<file path="config.mk">
export PLATFORM = sky130hd
export DESIGN_NAME = axi4lite_master_arbiter
export DESIGN_NICKNAME = d
export VERILOG_FILES = /design/src/rtl/axi4lite_master_arbiter.sv
export SDC_FILE = /design/constraint.sdc
export NUM_CORES = 1
export LEC_CHECK = 0
export CORE_AREA = 2 2 172 174
export CTS_CLUSTER_DIAMETER = 40
export DETAILED_ROUTE_END_ITERATION = 8
export DIE_AREA = 0 0 174 176
export GPL_ROUTABILITY_DRIVEN = 0
export SYNTH_ARGS = -nofsm -noshare
export SYNTH_HDL_FRONTEND = slang
export SYNTH_SLANG_ARGS = --single-unit
</file>
<file path="constraint.sdc">
create_clock -name m_axi_aclk -period 5.9 [get_ports m_axi_aclk]
set_input_delay 1.475 -clock m_axi_aclk [delete_from_list [all_inputs] [get_ports m_axi_aclk]]
set_output_delay 1.475 -clock m_axi_aclk [all_outputs]
set_load 0.02 [all_outputs]
</file>
<file path="src/rtl/axi4lite_master_arbiter.sv">
// Round-robin arbiter sharing one AXI4-Lite master engine among NUM_REQ requesters.
// Latency: grant one cycle after request, response one cycle after done; ISSUE aborts after TIMEOUT cycles.
module axi4lite_master_arbiter #(
   parameter int NUM_REQ = 4,
   parameter int ADDR_W  = 32,
   parameter int DATA_W  = 32,
   parameter int TIMEOUT = 256
) (
   input  logic                      m_axi_aclk,
   input  logic                      m_axi_aresetn,
   input  logic [NUM_REQ-1:0]        req_valid,
   input  logic [NUM_REQ-1:0]        req_we,
   input  logic [NUM_REQ*ADDR_W-1:0] req_addr,
   input  logic [NUM_REQ*DATA_W-1:0] req_wdata,
   output logic [NUM_REQ-1:0]        req_ready,
   output logic [NUM_REQ-1:0]        rsp_valid,
   output logic [DATA_W-1:0]         rsp_rdata,
   output logic                      rsp_timeout,
   output logic                      busy,
   output logic                      m_read_ena,
   output logic                      m_write_ena,
   output logic [ADDR_W-1:0]         m_read_addr,
   output logic [ADDR_W-1:0]         m_write_addr,
   output logic [DATA_W-1:0]         m_write_data,
   input  logic [DATA_W-1:0]         m_read_data,
   input  logic                      m_read_done,
   input  logic                      m_write_done
);
   localparam int PTR_W = $clog2(NUM_REQ);
   localparam int CNT_W = $clog2(TIMEOUT);
   localparam logic [PTR_W:0]   NREQ    = (PTR_W+1)'(NUM_REQ);
   localparam logic [PTR_W-1:0] LAST    = PTR_W'(NUM_REQ-1);
   localparam logic [CNT_W-1:0] CNT_MAX = CNT_W'(TIMEOUT-1);

   typedef enum logic [1:0] {S_IDLE, S_ISSUE, S_RESP} state_t;

   state_t             state_q, state_d;
   logic [PTR_W-1:0]   ptr_q, ptr_d;
   logic [PTR_W-1:0]   gnt_q, gnt_d;
   logic               we_q, we_d;
   logic [ADDR_W-1:0]  addr_q, addr_d;
   logic [DATA_W-1:0]  wdata_q, wdata_d;
   logic [CNT_W-1:0]   cnt_q, cnt_d;
   logic [DATA_W-1:0]  rdata_q, rdata_d;
   logic               tout_q, tout_d;

   logic               any_req;
   logic               done_cur;
   logic               cnt_expired;
   logic [PTR_W-1:0]   arb_idx;
   logic [PTR_W-1:0]   arb_next;
   logic [PTR_W:0]     cand;
   logic               hit;
   logic [NUM_REQ-1:0] gnt_oh;

   assign any_req     = |req_valid;
   assign done_cur    = we_q ? m_write_done : m_read_done;
   assign cnt_expired = (cnt_q == CNT_MAX);
   assign gnt_oh      = NUM_REQ'(1) << gnt_q;
   assign arb_next    = (arb_idx == LAST) ? '0 : arb_idx + 1'b1;

   // Scan requesters starting at ptr, wrapping modulo NUM_REQ.
   always_comb begin
      hit     = 1'b0;
      arb_idx = '0;
      cand    = '0;
      for (int k = 0; k < NUM_REQ; k++) begin
         cand = {1'b0, ptr_q} + (PTR_W+1)'(k);
         if (cand >= NREQ) cand = cand - NREQ;
         if (!hit && req_valid[cand[PTR_W-1:0]]) begin
            hit     = 1'b1;
            arb_idx = cand[PTR_W-1:0];
         end
      end
   end

   always_ff @(posedge m_axi_aclk) begin
      if (!m_axi_aresetn) begin
         state_q <= S_IDLE;
         ptr_q   <= '0;
         gnt_q   <= '0;
         we_q    <= 1'b0;
         addr_q  <= '0;
         wdata_q <= '0;
         cnt_q   <= '0;
         rdata_q <= '0;
         tout_q  <= 1'b0;
      end else begin
         state_q <= state_d;
         ptr_q   <= ptr_d;
         gnt_q   <= gnt_d;
         we_q    <= we_d;
         addr_q  <= addr_d;
         wdata_q <= wdata_d;
         cnt_q   <= cnt_d;
         rdata_q <= rdata_d;
         tout_q  <= tout_d;
      end
   end

   always_comb begin
      state_d = state_q;
      case (state_q)
         S_IDLE:  if (any_req) state_d = S_ISSUE;
         S_ISSUE: if (done_cur || cnt_expired) state_d = S_RESP;
         S_RESP:  state_d = S_IDLE;
         default: state_d = S_IDLE;
      endcase
   end

   always_comb begin
      ptr_d   = ptr_q;
      gnt_d   = gnt_q;
      we_d    = we_q;
      addr_d  = addr_q;
      wdata_d = wdata_q;
      cnt_d   = cnt_q;
      rdata_d = rdata_q;
      tout_d  = tout_q;
      case (state_q)
         S_IDLE: begin
            if (any_req) begin
               ptr_d   = arb_next;
               gnt_d   = arb_idx;
               we_d    = req_we[arb_idx];
               addr_d  = req_addr[arb_idx*ADDR_W +: ADDR_W];
               wdata_d = req_wdata[arb_idx*DATA_W +: DATA_W];
               cnt_d   = '0;
               rdata_d = '0;
               tout_d  = 1'b0;
            end
         end
         S_ISSUE: begin
            cnt_d = cnt_q + 1'b1;
            // Done takes priority over an expiring counter in the same cycle.
            if (done_cur) begin
               rdata_d = we_q ? '0 : m_read_data;
               tout_d  = 1'b0;
            end else if (cnt_expired) begin
               rdata_d = '0;
               tout_d  = 1'b1;
            end
         end
         S_RESP: begin
            cnt_d   = '0;
            rdata_d = '0;
            tout_d  = 1'b0;
         end
         default: ;
      endcase
   end

   always_comb begin
      req_ready    = '0;
      rsp_valid    = '0;
      rsp_rdata    = '0;
      rsp_timeout  = 1'b0;
      busy         = 1'b0;
      m_read_ena   = 1'b0;
      m_write_ena  = 1'b0;
      m_read_addr  = '0;
      m_write_addr = '0;
      m_write_data = '0;
      case (state_q)
         S_ISSUE: begin
            busy = 1'b1;
            if (cnt_q == '0) req_ready = gnt_oh;
            // Masking with done keeps the engine from seeing a second start edge.
            m_read_ena  = ~we_q & ~m_read_done;
            m_write_ena =  we_q & ~m_write_done;
            if (we_q) begin
               m_write_addr = addr_q;
               m_write_data = wdata_q;
            end else begin
               m_read_addr = addr_q;
            end
         end
         S_RESP: begin
            busy        = 1'b1;
            rsp_valid   = gnt_oh;
            rsp_rdata   = rdata_q;
            rsp_timeout = tout_q;
         end
         default: ;
      endcase
   end

endmodule

</file>
==> After elaboration in Yosys (flattened, before gate mapping) <==
Cells that the tools add are included.
Widths: inputs -> output; s select.
{ "op_classes": {"addsub": 9, "n_lt_le_gt_ge": 9, "eq_ne": 7, "shift": 3, "muxes": 51, "bitwise": 5, "n_reduce_logical": 16} }
{ "op_table": {"columns": ["cell", "count"], "rows": [
  ["$mux 32", 11],
  ["$shiftx 128x8->32", 2],
  ["$pmux 32 s3", 1],
  ["$pmux 8 s3", 1],
  ["$mux 2", 11],
  ["$mux 1", 16],
  ["$lt 2x3->1 const B", 5],
  ["$mux 4", 3],
  ["$bmux 1 s2", 5],
  ["$ge 3x3->1 const B", 3],
  ["$add 8x1->8 const B", 1],
  ["$eq 8x8->1 const B", 1],
  ["$logic_not 8->1", 1],
  ["$mux 8", 1],
  ["$sub 2x1->2 const B", 4],
  ["$add 2x2->3 const B", 2],
  ["$reduce_and 2->1", 3],
  ["$eq 2x2->1 const B", 2],
  ["$ne 2x2->1 const B", 2],
  ["$pmux 2 s2", 1],
  ["$reduce_or 4->1", 1],
  ["$shl 1x2->4 const A", 1],
  ["$add 2x1->3 const B", 1],
  ["$ge 2x3->1 const B", 1],
  ["other kinds (13)", 20]
]} }
{ "word_totals": {"register_bits": 112, "input_bits": 300, "output_inout_bits": 140, "elab_cells": 109} }

==> Depth between registers and ports, before layout <==
Gate-level depths: netlist (run 1).
{ "logic_depth": {"ltp_word": 16, "ltp_mapped": 9, "depth_no_buf": 7} }

==> Least setup slack after synthesis (run 1) <==
Ideal clock, no wire load.
{ "synth_path": {"kind": "input port to output port", "start": "input m_read_done", "end": "output m_read_ena", "arrival_time_ps": 1779, "required_time_ps": 4425, "path_slack_ps": 2646, "cell_stages": 1, "path_buffers": 0, "path_cell_list": "nor2b_1"} }
{ "synth_between": {"elab_chain_len": 3} }
{ "synth_lines": {"columns": ["element", "line", "text"], "rows": [
  ["from (decl)", "26", "input logic m_read_done,"],
  ["$not 1->1", "169", "m_read_ena = ~we_q & ~m_read_done;"],
  ["$and 1x1->1", "169", null],
  ["$mux 1", "164", "case (state_q)"],
  ["to (decl)", "20", "output logic m_read_ena,"]
]} }
Every way passes these cells.

==> Final worst setup path (run 1) <==
{ "layout_path": {"start": "register state_q[1]", "end": "output m_read_addr[14]"} }
{ "layout_between": {"elab_chain_len": 2} }
{ "layout_lines": {"columns": ["element", "line", "text"], "rows": [
  ["from (decl)", "37", "state_t state_q, state_d;"],
  ["from (signal assigned)", "89", "state_q <= state_d;"],
  ["$eq 2x1->1", "164", null],
  ["$mux 32", "164", null],
  ["to (decl)", "22", "output logic [ADDR_W-1:0] m_read_addr,"]
]} }
Every way passes these cells.

==> reports/qor.yml, run 1 <==
cts_max_path_buffers: 2
slew_headroom_pct: 24.4
clock.fmax_ghz: 0.213
hold_class: "flip-flop to flip-flop"
p_total_mw: 3.08
synth.top_cell.area_share_pct: 31.7
crit_fanout: 28
clk_transition_reported_paths_ps: 90
outcome: "finished clean"
grt_pass1_wl_um: 49500
rr_startpoint: "state_q[0]$_SDFFE_PN0P_"
yosysWarnings: 0
rr_worst_depth: 7
dr.pass1.iters: 5
layout-drive-gt1-share_pct: 3.01
routed_via_density: 4.84
fin_nets: 1662
syn_nets: 1295
start_util_pct: 24.7
synth_common_cells: "nand2_1, nand3_1, dfxtp_1, and2_1, and3_1"
fillerInstances: 2959
clk_latency_ps: 370
cts-root-buf: "clkbuf_16"
drtIter0Drc: 437
final-instance-count-excl-fill: 1746
antenna_found_initial: 2
avgSynthCellArea_um2: 7.15
post_cts_buffers: 0
cts_tree: "built"
rows: 62
synth.cell_area_um2: 7060
multiInputGateArea_um2: 4360
cts_resized: 0
ys_ff_latch: 112
reg2reg_slack_ps: 2920
startpoint: "state_q[1]$_SDFFE_PN0P_"
vias: 8444
setup-violations-final: 0
powerDensity_nw_per_um2: 257
post-place-cells: 1728
critPathCapture: "m_read_addr[14]"
cp.arrival_ps: 3220
cts_made_buffers: 9
cts.htree.levels: 3
grt_pass1_vias: 8419
synth_edf_count: 0
dieHeight_um: 176
placed_area_um2: 11600
post-synth-top-count-cell: "nand2_1"
grt_overflow: 0
tightestPinTransition_ps: 1130
crit_type: "flip-flop to primary output"
ys_types: 42
holdPathStages: 2
period_share_pct: 79.6
die_w_um: 174
core_um2: 28500
synth_top_area_cell: "dfxtp_1"
rsz0062_at_grt: "false"
register_area_um2: 2240
grt_start_max_net_pins: 77
wire_per_inst_um: 18.6
worst_setup_path_end_kind: "primary output"
cts_hold_buffers: 0
period_needed_ps: 4700
worstReg2RegEnd: "wdata_q[27]$_SDFFE_PN0P_"
synth_ff_type: "dfxtp_1"
dp_hpwl_um: 23300
drc: 0
finalMaxSlewViolations: 0
required_ps: 4430
io_pins: 440
postRouteAntennaNets: 0
wirelength_um: 32400
synthCells: 988
synth-seq-area-share_pct: 31.7
skew_ps: 15.3
dieArea_um2: 30600
drv_cap: 0
synth.area.top_cells: "dfxtp_1, nand2_1, nand3_1"
hold_viol: 0
fin_setup_tns_ps: 0
critPathLaunchType: "flip-flop"
ys_async_sr_fraction_pct: 0
clkSinkCount: 112
port_buffers: 439
ir_worst_vdd_v: 0.000170
power_leakage_nw: 4.68
worstHoldStart: "rdata_q[6]$_SDFFE_PN0P_"
area_delta_synth_final_pct: 69.6
fin_area_um2: 12000
grt_util_all_layers_pct: 20.5
## cell usage in the layout, fill, tap and decap left out, types with 6 or more instances in the layout
master	instances
and2_1	69
clkdlybuf4s50_1	438
a21oi_1	6
nor2_1	12
a21boi_0	14
nor2b_1	6
o2111a_1	65
and3_1	67
nand2_1	304
a21boi_1	21
dfxtp_1	111
clkbuf_16	9
nand3_1	165
ha_1	6
buf_4	12
## metal layers
metal  wire length (um)  track usage [%]  up-vias
met2              15900             35.9      317
met1              13500             24.9     3954
met4                616             5.32        2
met5                 16                0        -
li1                   -                -     4133
met3               2370             5.47       38
## registers in the layout, summed over array words and instances (netlist names)
register and flops:
addr_q 32, cnt_q 8, gnt_q 2, ptr_q 2
rdata_q 32, state_q 2, tout_q 1, wdata_q 32
we_q 1
## critical path: stages (launching register included)
cell	delay, ps
dfxtp_1	350
inv_1	80
ha_2	550
nor2b_2	710
buf_4	360
and2_1	160
clkdlybuf4s50_1	650
## stage by stage
| stage | hold WS [ps] | util [%] | worst slack [ps] |
|---|---|---|---|
| final | 450 | 42.0 | 1200 |
| after global routing | 474 | 42.0 | 952 |
| after CTS | 452 | 42.0 | 1090 |
| after detailed placement | 440 | 40.7 | 1380 |
| after global placement | 432 | 40.7 | 1350 |
| after floorplan | 426 | - | 2650 |
## cell families (layout without fill, tap and decap cells)
family | after synthesis | after routing | synth area share (%)
DFF | 112 | 112 | 31.7
and+or+nand+nor | 642 | 642 | 43.2
AOI/OAI and AO/OA | 116 | 116 | 15.8
adders and majority gates | 7 | 7 | 1.24
buffers and inverters | 102 | 474 | 6.91
other | 0 | 2 | 0
muxes | 2 | 2 | 0.283
xor gates and xnor gates | 7 | 7 | 0.868
## worst min path at each step
stage	to	slack, ps
2_1_floorplan	rdata_q[10]$_SDFFE_PN0P_	430
3_3_place_gp	rdata_q[5]$_SDFFE_PN0P_	430
3_5_place_dp	rdata_q[17]$_SDFFE_PN0P_	440
4_1_cts	rdata_q[6]$_SDFFE_PN0P_	450
5_1_grt	rdata_q[17]$_SDFFE_PN0P_	470
6_report	rdata_q[6]$_SDFFE_PN0P_	450
## power by group
| group | switching [mW] | internal (mW) |
|---|---|---|
| Clock | 0.343 | 0.388 |
| Sequential | 0.0933 | 0.902 |
| Combinational | 0.784 | 0.569 |
## final cells by class
type                            count  area share (%)
Timing Repair Buffer              452            37.7
Multi-Input combinational cell    774            36.4
Sequential cell                   112            18.7
Tap cell                          384            4.01
Clock buffer                        9            1.88
Clock inverter                      7            1.03
Inverter                            6           0.209
Antenna cell                        2          0.0418
No activity file was read; power rests on OpenSTA's default activity.
==> run 2: changes to the inputs <==
--- a/config.mk
+++ b/config.mk
@@ -5,10 +5,10 @@
 export SDC_FILE = /design/constraint.sdc
 export NUM_CORES = 1
 export LEC_CHECK = 0
-export CORE_AREA = 2 2 172 174
+export CORE_AREA = 2 2 171 173
 export CTS_CLUSTER_DIAMETER = 40
 export DETAILED_ROUTE_END_ITERATION = 8
-export DIE_AREA = 0 0 174 176
+export DIE_AREA = 0 0 173 175
 export GPL_ROUTABILITY_DRIVEN = 0
 export SYNTH_ARGS = -nofsm -noshare
 export SYNTH_HDL_FRONTEND = slang
==> constraint.sdc (replaced) <==
create_clock -name m_axi_aclk -period 4.4 [get_ports m_axi_aclk]
set_input_delay 1.1 -clock m_axi_aclk [delete_from_list [all_inputs] [get_ports m_axi_aclk]]
set_output_delay 1.1 -clock m_axi_aclk [all_outputs]
set_load 0.02 [all_outputs]
==> reports/qor.yml, run 2 (same netlist as run 1, synthesis figures left out) <==
p_switching_mw: 1.66
drc: 0
worst_setup_path_end_kind: "primary output"
antenna_found_initial: 2
reg2reg_slack_ps: 1630
start_util_pct: 24.9
grt_util_all_layers_pct: 21.0
routed_via_density: 4.82
tightestPinTransition_ps: 904
cts.htree.levels: 3
cts_tree: "built"
period_needed_ps: 3820
grt_overflow: 0
drv_cap: 0
critPathCapture: "m_read_addr[19]"
fin_setup_tns_ps: 0
final-instance-count-excl-fill: 1752
clkPwrFrac_pct: 21.4
final_cell_mix: "clkdlybuf4s50_1, nand2_1, nand3_1, dfxtp_1, and2_1"
critPathLaunchType: "flip-flop"
rsz0062_at_grt: "false"
area_delta_synth_final_pct: 69.7
crit_fanout: 33
cts-root-buf: "clkbuf_16"
swShare_pct: 41.0
required_ps: 3300
vias: 8442
cts_hold_buffers: 0
clk_latency_ps: 360
post-place-cells: 1733
startpoint: "state_q[1]$_SDFFE_PN0P_"
cp.arrival_ps: 2720
port_buffers: 439
setup-violations-final: 0
layout-drive-gt1-share_pct: 3.37
die_w_um: 173
period_share_pct: 86.9
cts_made_buffers: 9
power_leakage_nw: 4.69
dieArea_um2: 30300
dp_hpwl_um: 23300
grt_pass1_wl_um: 49800
rr_startpoint: "state_q[1]$_SDFFE_PN0P_"
dr.pass1.iters: 5
finalMaxSlewViolations: 0
outcome: "finished clean"
drtIter0Drc: 478
p_seq_share_pct: 33.8
post_cts_buffers: 0
clock.fmax_ghz: 0.262
clk_transition_reported_paths_ps: 90
wire_per_inst_um: 18.7
wirelength_um: 32700
core_um2: 28400
final_common_cell: "clkdlybuf4s50_1"
cts_max_path_buffers: 2
grt_pass1_vias: 8570
hold_viol: 0
postRouteAntennaNets: 0
grt_start_max_net_pins: 131
slew_headroom_pct: 39.7
io_pins: 440
fin_nets: 1667
combPwrFrac_pct: 44.8
hold_class: "flip-flop to flip-flop"
dieHeight_um: 175
ir_worst_vdd_v: 0.000234
rr_worst_depth: 9
clkSinkCount: 112
crit_type: "flip-flop to primary output"
rows: 62
powerDensity_nw_per_um2: 337
worstHoldStart: "rdata_q[11]$_SDFFE_PN0P_"
power.internal_mw: 2.39
worstReg2RegEnd: "rdata_q[0]$_SDFFE_PN0P_"
top_regs: "addr_q: 32 flops, rdata_q: 32 flops, wdata_q: 32 flops"
skew_ps: 12.7
cts_resized: 0
==> run 2: cell count changes in the layout (fill, tap and decap cells not counted), sizes merged <==
cell      before  now
buf           14   19
bufinv         2    0
clkinv         3    4
clkinvlp       0    1
diode          2    3
==> run 2: final cells by class <==
cell class                 count  area [um2]
tap                          384         480
fill                        2944       16400
multi-input combinational    774        4360
antenna                        3        7.51
clock buffer                   9         225
inverter                       6        25.0
timing repair buffer         457        4560
sequential                   112        2240
clock inverter                 7        73.8
==> run 2: worst max-delay path, cell delays in order, from the launching register on <==
cell and delay [ps]:
dfxtp_1 340, inv_1 90, ha_2 180, buf_4 300, nor2b_2 210, buf_4 380, and2_1 210, clkdlybuf4s50_1 650
==> run 2: how the worst min path moves through the flow <==
stage | to | slack (ps) | cells past startpoint
3_5_place_dp | rdata_q[19]$_SDFFE_PN0P_ | 440 | 2
4_1_cts | rdata_q[19]$_SDFFE_PN0P_ | 450 | 2
5_1_grt | rdata_q[21]$_SDFFE_PN0P_ | 470 | 2
2_1_floorplan | rdata_q[10]$_SDFFE_PN0P_ | 430 | 2
6_report | rdata_q[11]$_SDFFE_PN0P_ | 450 | 2
3_3_place_gp | rdata_q[4]$_SDFFE_PN0P_ | 430 | 2
==> run 2: per-stage QoR <==
| stage | area (um2) | power, mW | setup slack [ps] | hold slack, ps | util, % |
|---|---|---|---|---|---|
| floorplan | 7060 | 2.43 | 1660 | 426 | - |
| global placement | 11700 | 3.20 | 880 | 433 | 41.1 |
| detailed placement | 11700 | 3.22 | 817 | 437 | 41.1 |
| CTS | 12000 | 4.11 | 543 | 450 | 42.2 |
| global route | 12000 | 4.33 | 398 | 468 | 42.2 |
| finish | 12000 | 4.04 | 577 | 448 | 42.2 |
==> run 2: power by group through the flow <==
stage	sequential, mW	clock [mW]	combinational, mW
final	1.37	0.865	1.81
after global routing	1.40	0.945	1.98
after CTS	1.37	0.904	1.83
after detailed placement	1.39	0	1.83
after global placement	1.39	0	1.82
after floorplan	1.31	0	1.12
==> run 2: metal layers <==
layer | up-vias | GRT usage [%] | routed length (um)
li1 | 4153 | - | -
met1 | 3925 | 25.5 | 14000
met2 | 327 | 36.2 | 15800
met3 | 37 | 5.94 | 2230
met4 | 0 | 5.83 | 711
met5 | - | 0 | 0
